<file path="config.mk">
export PLATFORM = sky130hd
export DESIGN_NAME = reg_xfer_seq_flat
export DESIGN_NICKNAME = d
export VERILOG_FILES = /design/src/rtl/cpu_regs_pkg.sv /design/src/rtl/reg_xfer_seq_if.sv /design/src/rtl/reg_xfer_fifo.sv /design/src/rtl/reg_xfer_seq.sv /design/src/flat_wrapper.sv
export SDC_FILE = /design/constraint.sdc
export NUM_CORES = 1
export LEC_CHECK = 0
export BUFFER_PORTS_ARGS = -buffer_cell sky130_fd_sc_hd__buf_4
export CORE_MARGIN = 4
export CORE_UTILIZATION = 51
export CTS_CLUSTER_DIAMETER = 60
export DETAILED_ROUTE_END_ITERATION = 8
export PLACE_DENSITY = 0.79
export SLEW_MARGIN = 10
export SYNTH_ARGS = -nofsm -noshare
export SYNTH_HDL_FRONTEND = slang
export SYNTH_SLANG_ARGS = --single-unit
</file>
<file path="constraint.sdc">
create_clock -name clk -period 2.28 [get_ports clk]
set_input_delay 0.114 -clock clk [delete_from_list [all_inputs] [get_ports clk]]
set_output_delay 0.114 -clock clk [all_outputs]
set_load 0.01 [all_outputs]
</file>
<file path="src/rtl/cpu_regs_pkg.sv">
// cpu_regs_pkg: shared sizes, request word layout and one-hot decode for reg_xfer_seq
//   NREGS_DEF/AW_DEF : default bank size and register index width
//   MAXN/MAXAW       : widest bank/index the onehot helper supports
//   field_e/field_off: bit offsets of each field inside a packed request word
//   req_w            : packed request word width for a given index width
//   onehot           : index -> one-hot mask, all zero when index >= n
package cpu_regs_pkg;
   localparam int NREGS_DEF = 8;
   localparam int AW_DEF = 3;
   localparam int MAXN = 32;
   localparam int MAXAW = 5;
   typedef enum int {F_SRCA, F_SRCB, F_SRCC, F_CEN, F_DST, F_WB} field_e;
   function automatic int req_w(input int aw);
      return 4 * aw + 2;
   endfunction
   // Layout LSB first: srca, srcb, srcc, c_en, dst, wb
   function automatic int field_off(input field_e f, input int aw);
      return (f <= F_CEN) ? aw * int'(f) : aw * (int'(f) - 1) + 1;
   endfunction
   function automatic logic [MAXN-1:0] onehot(input logic [MAXAW-1:0] idx, input int n);
      onehot = '0;
      if (int'(idx) < n) onehot[idx] = 1'b1;
   endfunction
endpackage

</file>
<file path="src/rtl/reg_xfer_seq_if.sv">
// reg_xfer_seq_if: request handshake and register-bank enable bundle for reg_xfer_seq
//   req_valid/req_ready           : request handshake
//   req_srca/srcb/srcc/c_en/dst/wb: request fields
//   oe_a/oe_b/oe_c/we             : one-hot bus output enables and write enable
//   done/busy                     : WB pulse and activity flag
//   master drives requests; slave (the sequencer) drives the enables
interface reg_xfer_seq_if #(
   parameter int NREGS = 8,
   parameter int AW = 3
);
   logic req_valid, req_ready, req_c_en, req_wb, done, busy;
   logic [AW-1:0] req_srca, req_srcb, req_srcc, req_dst;
   logic [NREGS-1:0] oe_a, oe_b, oe_c, we;
   modport master (
      output req_valid, req_srca, req_srcb, req_srcc, req_c_en, req_dst, req_wb,
      input req_ready, oe_a, oe_b, oe_c, we, done, busy
   );
   modport slave (
      input req_valid, req_srca, req_srcb, req_srcc, req_c_en, req_dst, req_wb,
      output req_ready, oe_a, oe_b, oe_c, we, done, busy
   );
endinterface

</file>
<file path="src/rtl/reg_xfer_fifo.sv">
// reg_xfer_fifo: show-ahead synchronous FIFO with extra-bit pointers
//   clk, reset (async active-low)
//   wr_en/wr_data : push, ignored when full
//   rd_en/rd_data : pop, rd_data shows the head combinationally
//   full/empty    : status
module reg_xfer_fifo #(
   parameter int W = 8,
   parameter int DEPTH = 4
) (
   input logic clk,
   input logic reset,
   input logic wr_en,
   input logic [W-1:0] wr_data,
   input logic rd_en,
   output logic [W-1:0] rd_data,
   output logic full,
   output logic empty
);
   localparam int PW = $clog2(DEPTH);
   logic [W-1:0] mem [DEPTH];
   logic [PW:0] wp, rp;
   assign empty = wp == rp;
   assign full = (wp ^ rp) == {1'b1, {PW{1'b0}}};
   assign rd_data = mem[rp[PW-1:0]];
   always_ff @(posedge clk)
      if (wr_en && !full) mem[wp[PW-1:0]] <= wr_data;
   always_ff @(posedge clk or negedge reset) begin
      if (!reset) begin
         wp <= '0;
         rp <= '0;
      end else begin
         if (wr_en && !full) wp <= wp + 1'b1;
         if (rd_en && !empty) rp <= rp + 1'b1;
      end
   end
endmodule

</file>
<file path="src/rtl/reg_xfer_seq.sv">
// reg_xfer_seq: queued register-transfer sequencer driving reg16 bus and write enables
//   clk, reset (async active-low)
//   bus.slave : req_* handshake/fields in; oe_a/oe_b/oe_c/we one-hot enables,
//               done (WB pulse), busy, req_ready out
//   REGSEQ_HAZARD_EN: hold the queue head one cycle when it reads the register
//               that EXEC is about to write; undefined = no interlock
module reg_xfer_seq
   import cpu_regs_pkg::*;
#(
   parameter int NREGS = NREGS_DEF,
   parameter int AW = AW_DEF,
   parameter int FIFO_DEPTH = 4
) (
   input logic clk,
   input logic reset,
   reg_xfer_seq_if.slave bus
);
   localparam int RW = req_w(AW);
   localparam int O_A = field_off(F_SRCA, AW);
   localparam int O_B = field_off(F_SRCB, AW);
   localparam int O_C = field_off(F_SRCC, AW);
   localparam int O_CE = field_off(F_CEN, AW);
   localparam int O_D = field_off(F_DST, AW);
   localparam int O_WB = field_off(F_WB, AW);
   logic [RW-1:0] head;
   logic full, empty, pop, ex_v;
   logic [NREGS-1:0] ha, hb, hc, hw, ex_we;
   assign bus.req_ready = !full;
   assign bus.busy = !empty || ex_v || bus.done;
   reg_xfer_fifo #(.W(RW), .DEPTH(FIFO_DEPTH)) u_fifo (
      .clk(clk),
      .reset(reset),
      .wr_en(bus.req_valid && !full),
      .wr_data({bus.req_wb, bus.req_dst, bus.req_c_en, bus.req_srcc, bus.req_srcb, bus.req_srca}),
      .rd_en(pop),
      .rd_data(head),
      .full(full),
      .empty(empty)
   );
   // Head decoded straight to enable masks; out-of-range indices decode to zero
   always_comb begin
      ha = NREGS'(onehot(MAXAW'(head[O_A +: AW]), NREGS));
      hb = NREGS'(onehot(MAXAW'(head[O_B +: AW]), NREGS));
      hc = head[O_CE] ? NREGS'(onehot(MAXAW'(head[O_C +: AW]), NREGS)) : '0;
      hw = head[O_WB] ? NREGS'(onehot(MAXAW'(head[O_D +: AW]), NREGS)) : '0;
`ifdef REGSEQ_HAZARD_EN
      // ex_we is nonzero only for a valid EXEC that will really write
      pop = !empty && (ex_we & (ha | hb | hc)) == '0;
`else
      pop = !empty;
`endif
   end
   // WB always follows EXEC, so EXEC is free every cycle and ex_we doubles as the WB payload
   always_ff @(posedge clk or negedge reset) begin
      if (!reset) begin
         ex_v <= 1'b0;
         ex_we <= '0;
         bus.oe_a <= '0;
         bus.oe_b <= '0;
         bus.oe_c <= '0;
         bus.we <= '0;
         bus.done <= 1'b0;
      end else begin
         ex_v <= pop;
         ex_we <= pop ? hw : '0;
         bus.oe_a <= pop ? ha : '0;
         bus.oe_b <= pop ? hb : '0;
         bus.oe_c <= pop ? hc : '0;
         bus.we <= ex_we;
         bus.done <= ex_v;
      end
   end
endmodule

</file>
<file path="src/flat_wrapper.sv">
// flat-port wrapper written by rule: the top's interface ports become plain ports
module reg_xfer_seq_flat import cpu_regs_pkg::*;
#(
   parameter int NREGS = NREGS_DEF,
   parameter int AW = AW_DEF,
   parameter int FIFO_DEPTH = 4
)
  (clk, reset, bus_req_valid, bus_req_srca, bus_req_srcb, bus_req_srcc, bus_req_c_en, bus_req_dst, bus_req_wb, bus_req_ready, bus_oe_a, bus_oe_b, bus_oe_c, bus_we, bus_done, bus_busy);
  reg_xfer_seq_if #(.NREGS(NREGS), .AW(AW)) bus_i ();
  input logic clk;
  input logic reset;
  input wire logic [$bits(bus_i.req_valid)-1:0] bus_req_valid;
  input wire logic [$bits(bus_i.req_srca)-1:0] bus_req_srca;
  input wire logic [$bits(bus_i.req_srcb)-1:0] bus_req_srcb;
  input wire logic [$bits(bus_i.req_srcc)-1:0] bus_req_srcc;
  input wire logic [$bits(bus_i.req_c_en)-1:0] bus_req_c_en;
  input wire logic [$bits(bus_i.req_dst)-1:0] bus_req_dst;
  input wire logic [$bits(bus_i.req_wb)-1:0] bus_req_wb;
  output wire logic [$bits(bus_i.req_ready)-1:0] bus_req_ready;
  output wire logic [$bits(bus_i.oe_a)-1:0] bus_oe_a;
  output wire logic [$bits(bus_i.oe_b)-1:0] bus_oe_b;
  output wire logic [$bits(bus_i.oe_c)-1:0] bus_oe_c;
  output wire logic [$bits(bus_i.we)-1:0] bus_we;
  output wire logic [$bits(bus_i.done)-1:0] bus_done;
  output wire logic [$bits(bus_i.busy)-1:0] bus_busy;
  assign bus_i.req_valid = bus_req_valid;
  assign bus_i.req_srca = bus_req_srca;
  assign bus_i.req_srcb = bus_req_srcb;
  assign bus_i.req_srcc = bus_req_srcc;
  assign bus_i.req_c_en = bus_req_c_en;
  assign bus_i.req_dst = bus_req_dst;
  assign bus_i.req_wb = bus_req_wb;
  assign bus_req_ready = bus_i.req_ready;
  assign bus_oe_a = bus_i.oe_a;
  assign bus_oe_b = bus_i.oe_b;
  assign bus_oe_c = bus_i.oe_c;
  assign bus_we = bus_i.we;
  assign bus_done = bus_i.done;
  assign bus_busy = bus_i.busy;
  reg_xfer_seq #(.NREGS(NREGS), .AW(AW), .FIFO_DEPTH(FIFO_DEPTH)) u_core (.clk(clk), .reset(reset), .bus(bus_i));
endmodule
</file>
==> flow_metrics.py <==
metrics = {
    "status": {
        "status": "finished clean",
    },
    "routing": {
        "vias": 1973,
        "drt-initial-drc-count": 68,
        "drtAntennaViolNets": 0,
        "routed_wl_um": 6170,
        "via_per_inst": 5.01,
        "route.detailed.drc": 0,
        "wl_per_cell_um": 15.7,
        "firstDrtPassIters": 4,
    },
    "grt": {
        "grt_max_degree": 49,
        "grt_use_total": 0.155,
        "grt_pass1_wl_um": 10100,
        "grt_overflow_total": 0,
        "antenna_found_initial": 0,
        "grt_pass1_vias": 1960,
    },
    "sta": {
        "tightestPinTransition_ps": 569,
        "setup_ws_ps": 193,
        "hold_viol": 0,
        "timing.slew.headroom": 0.621,
        "fin_crit_sh": 0.915,
        "fmax_ghz": 0.479,
        "fin_setup_tns_ps": 0,
        "drv_slew": 0,
        "fin_worst_skew_ps": 8.94,
        "setup_viol": 0,
        "rsz0062_at_grt": "false",
        "fin_crit_ps": 2090,
    },
    "layout": {
        "area_delta_synth_final_pct": 23.5,
        "drive_gt1_frac": 0.349,
        "postLayoutCoreUtil": 0.649,
        "layout.cells.non_filler": 394,
        "final_nets": 312,
        "antenna_cells": 0,
    },
    "flow_run": {
        "drv_cap": 0,
    },
    "power_and_ir_drop": {
        "max-vdd-ir-drop_mv": 0.541,
        "p_leak_nw": 1.91,
        "p_per_area_mw_per_mm2": 1310,
    },
    "synth": {
        "syn_area_per_cell_sq_um": 18.8,
        "ys_async_sr_fraction": 0.462,
        "yosysSeqAreaShare": 0.752,
        "yosysWarnings": 0,
        "synth.top_cell.area_share": 0.439,
        "synth_seq_cells": 104,
        "synth_flop_cell": "edfxtp_1",
        "syn_inst": 204,
        "yosys.cell_count.top_type": "edfxtp_1",
        "synth_edf_count": 56,
        "synth_common_cells": "56 x edfxtp_1, 48 x dfrtp_1, 20 x nor2_1",
        "ys_types": 32,
        "syn-cell-area_sq_mm": 0.00383,
        "synthTopCellsByArea": "edfxtp_1 44%, dfrtp_1 31%, mux4_2 8.2%",
        "synth_top_area_cell": "edfxtp_1",
        "syn_nets": 226,
    },
    "worst_hold_path": {
        "holdPathStages": 4,
        "hold_class": "input pin to flip-flop",
    },
    "critical_path": {
        "crit_arrival_ps": 1970,
        "ff2ff_path_depth": 5,
        "worstSetupPathType": "flip-flop to primary output",
        "endpoint_kind": "primary output",
        "start_kind": "flip-flop",
        "worstPathRequired_ps": 2170,
        "cp_max_fo": 10,
    },
    "floorplanning": {
        "die_x_um": 94.7,
        "die_h_um": 94.7,
        "die_area_sq_mm": 0.00896,
        "start_util": 0.525,
        "coreArea_sq_mm": 0.00729,
        "row_count": 31,
        "ios": 52,
    },
    "cts": {
        "cts_tree": "yes",
        "htreeDepth": 3,
        "clock_path_buffers": 2,
        "cts.repair_timing.setup_buffer_count": 0,
        "cts_sinks": 104,
        "root_buffer": "clkbuf_8",
        "clk_latency_ps": 350,
        "numCtsBuffers": 9,
        "cts.clk_slew.worst_paths_ps": 80,
    },
    "place": {
        "numPortBuffers": 51,
        "gp_congestion": 0.782,
        "dp_cells": 363,
        "post-place-ws_ps": 392,
        "dp_hpwl_um": 4300,
    },
}
[placed cells by master, fill, tap and decap left out, types with 4 or more instances in the layout]
cell and instances:
edfxtp_1 56, buf_4 64, o31ai_1 5, clkbuf_8 9, xnor2_1 6, ha_1 5, nand2b_1 6, nor3_1 4
mux4_2 14, dfrtp_1 47, nor4_1 4, nor2_1 20, dlygate4sd3_1 15, nand2_1 5
[layer usage]
layer | vias to the layer above | routed length, um | GRT usage
met5 | - | 0 | 0
met4 | 0 | 74 | 0.0589
met3 | 8 | 329 | 0.0406
met2 | 51 | 3030 | 0.237
met1 | 980 | 2740 | 0.215
li1 | 934 | - | -
[where the power goes]
| part | switching, mW | total (mW) | internal (mW) |
|---|---|---|---|
| Sequential | 0.220 | 2.74 | 2.52 |
| Combinational | 1.31 | 2.40 | 1.09 |
| Clock | 0.570 | 1.08 | 0.505 |
[registers in the layout, indices dropped and copies added (netlist names)]
| signal | flops |
|---|---|
| u_core.u_fifo.mem | 56 |
| u_core.bus.oe_a | 8 |
| u_core.bus.oe_b | 8 |
| u_core.bus.oe_c | 8 |
| u_core.bus.we | 8 |
| u_core.ex_we | 8 |
| u_core.u_fifo.rp | 3 |
| u_core.u_fifo.wp | 3 |
| u_core.bus.done | 1 |
| u_core.ex_v | 1 |
[worst max-delay path: stages, from the launching register on]
cell and delay (ps):
dfrtp_1 380, buf_4 200, xor2_2 210, buf_4 180, nor3_4 130, inv_2 70, or3_1 300, buf_4 150
[stage by stage]
stage / instance area [sq um] / hold WS (ps) / total power [mW]
2_1_floorplan: 3830 / -182 / 4.36
3_3_place_gp: 4390 / 144 / 5.11
3_5_place_dp: 4390 / 152 / 5.18
4_1_cts: 4730 / 142 / 6.28
5_1_grt: 4730 / 149 / 6.65
6_report: 4730 / 165 / 6.21
[layout make-up]
class / count / area [sq um]
Clock buffer: 11 / 131
Clock inverter: 5 / 57.6
Timing Repair Buffer: 79 / 631
Tap cell: 99 / 124
Inverter: 3 / 11.3
Sequential cell: 104 / 2880
Fill cell: 516 / 2560
Multi-Input combinational cell: 93 / 892
[cell families after synthesis]
| kind of cell | synth area share |
|---|---|
| AOI/OAI and AO/OA | 0.0229 |
| buffers and inverters | 0.0147 |
| DFF | 0.752 |
| muxes | 0.0882 |
| xor gates and xnor gates | 0.0317 |
| adders and majority gates | 0.0163 |
| and+or+nand+nor | 0.0738 |
[final timing paths]
check / from / end / slack (ps)
max: u_core.u_fifo.rp[0] / bus_busy / 190
min: bus_req_valid / u_core.u_fifo.wp[2] / 160
max reg2reg: u_core.u_fifo.rp[0] / u_core.u_fifo.mem[0][8] / 530
min reg2reg: u_core.ex_we[5] / u_core.bus.we[5] / 350
max in group asynchronous: reset / u_core.u_fifo.rp[1] / 1560
min in group asynchronous: reset / u_core.bus.oe_c[3] / 310
[repair_timing]
action                                  4_1_cts  5_1_grt
hold buffers                                 15        0
resized for setup                             0        1
endpoints found under the setup margin        0        1
hold endpoints to repair                    104        0
(Power assumes the default switching activity.)
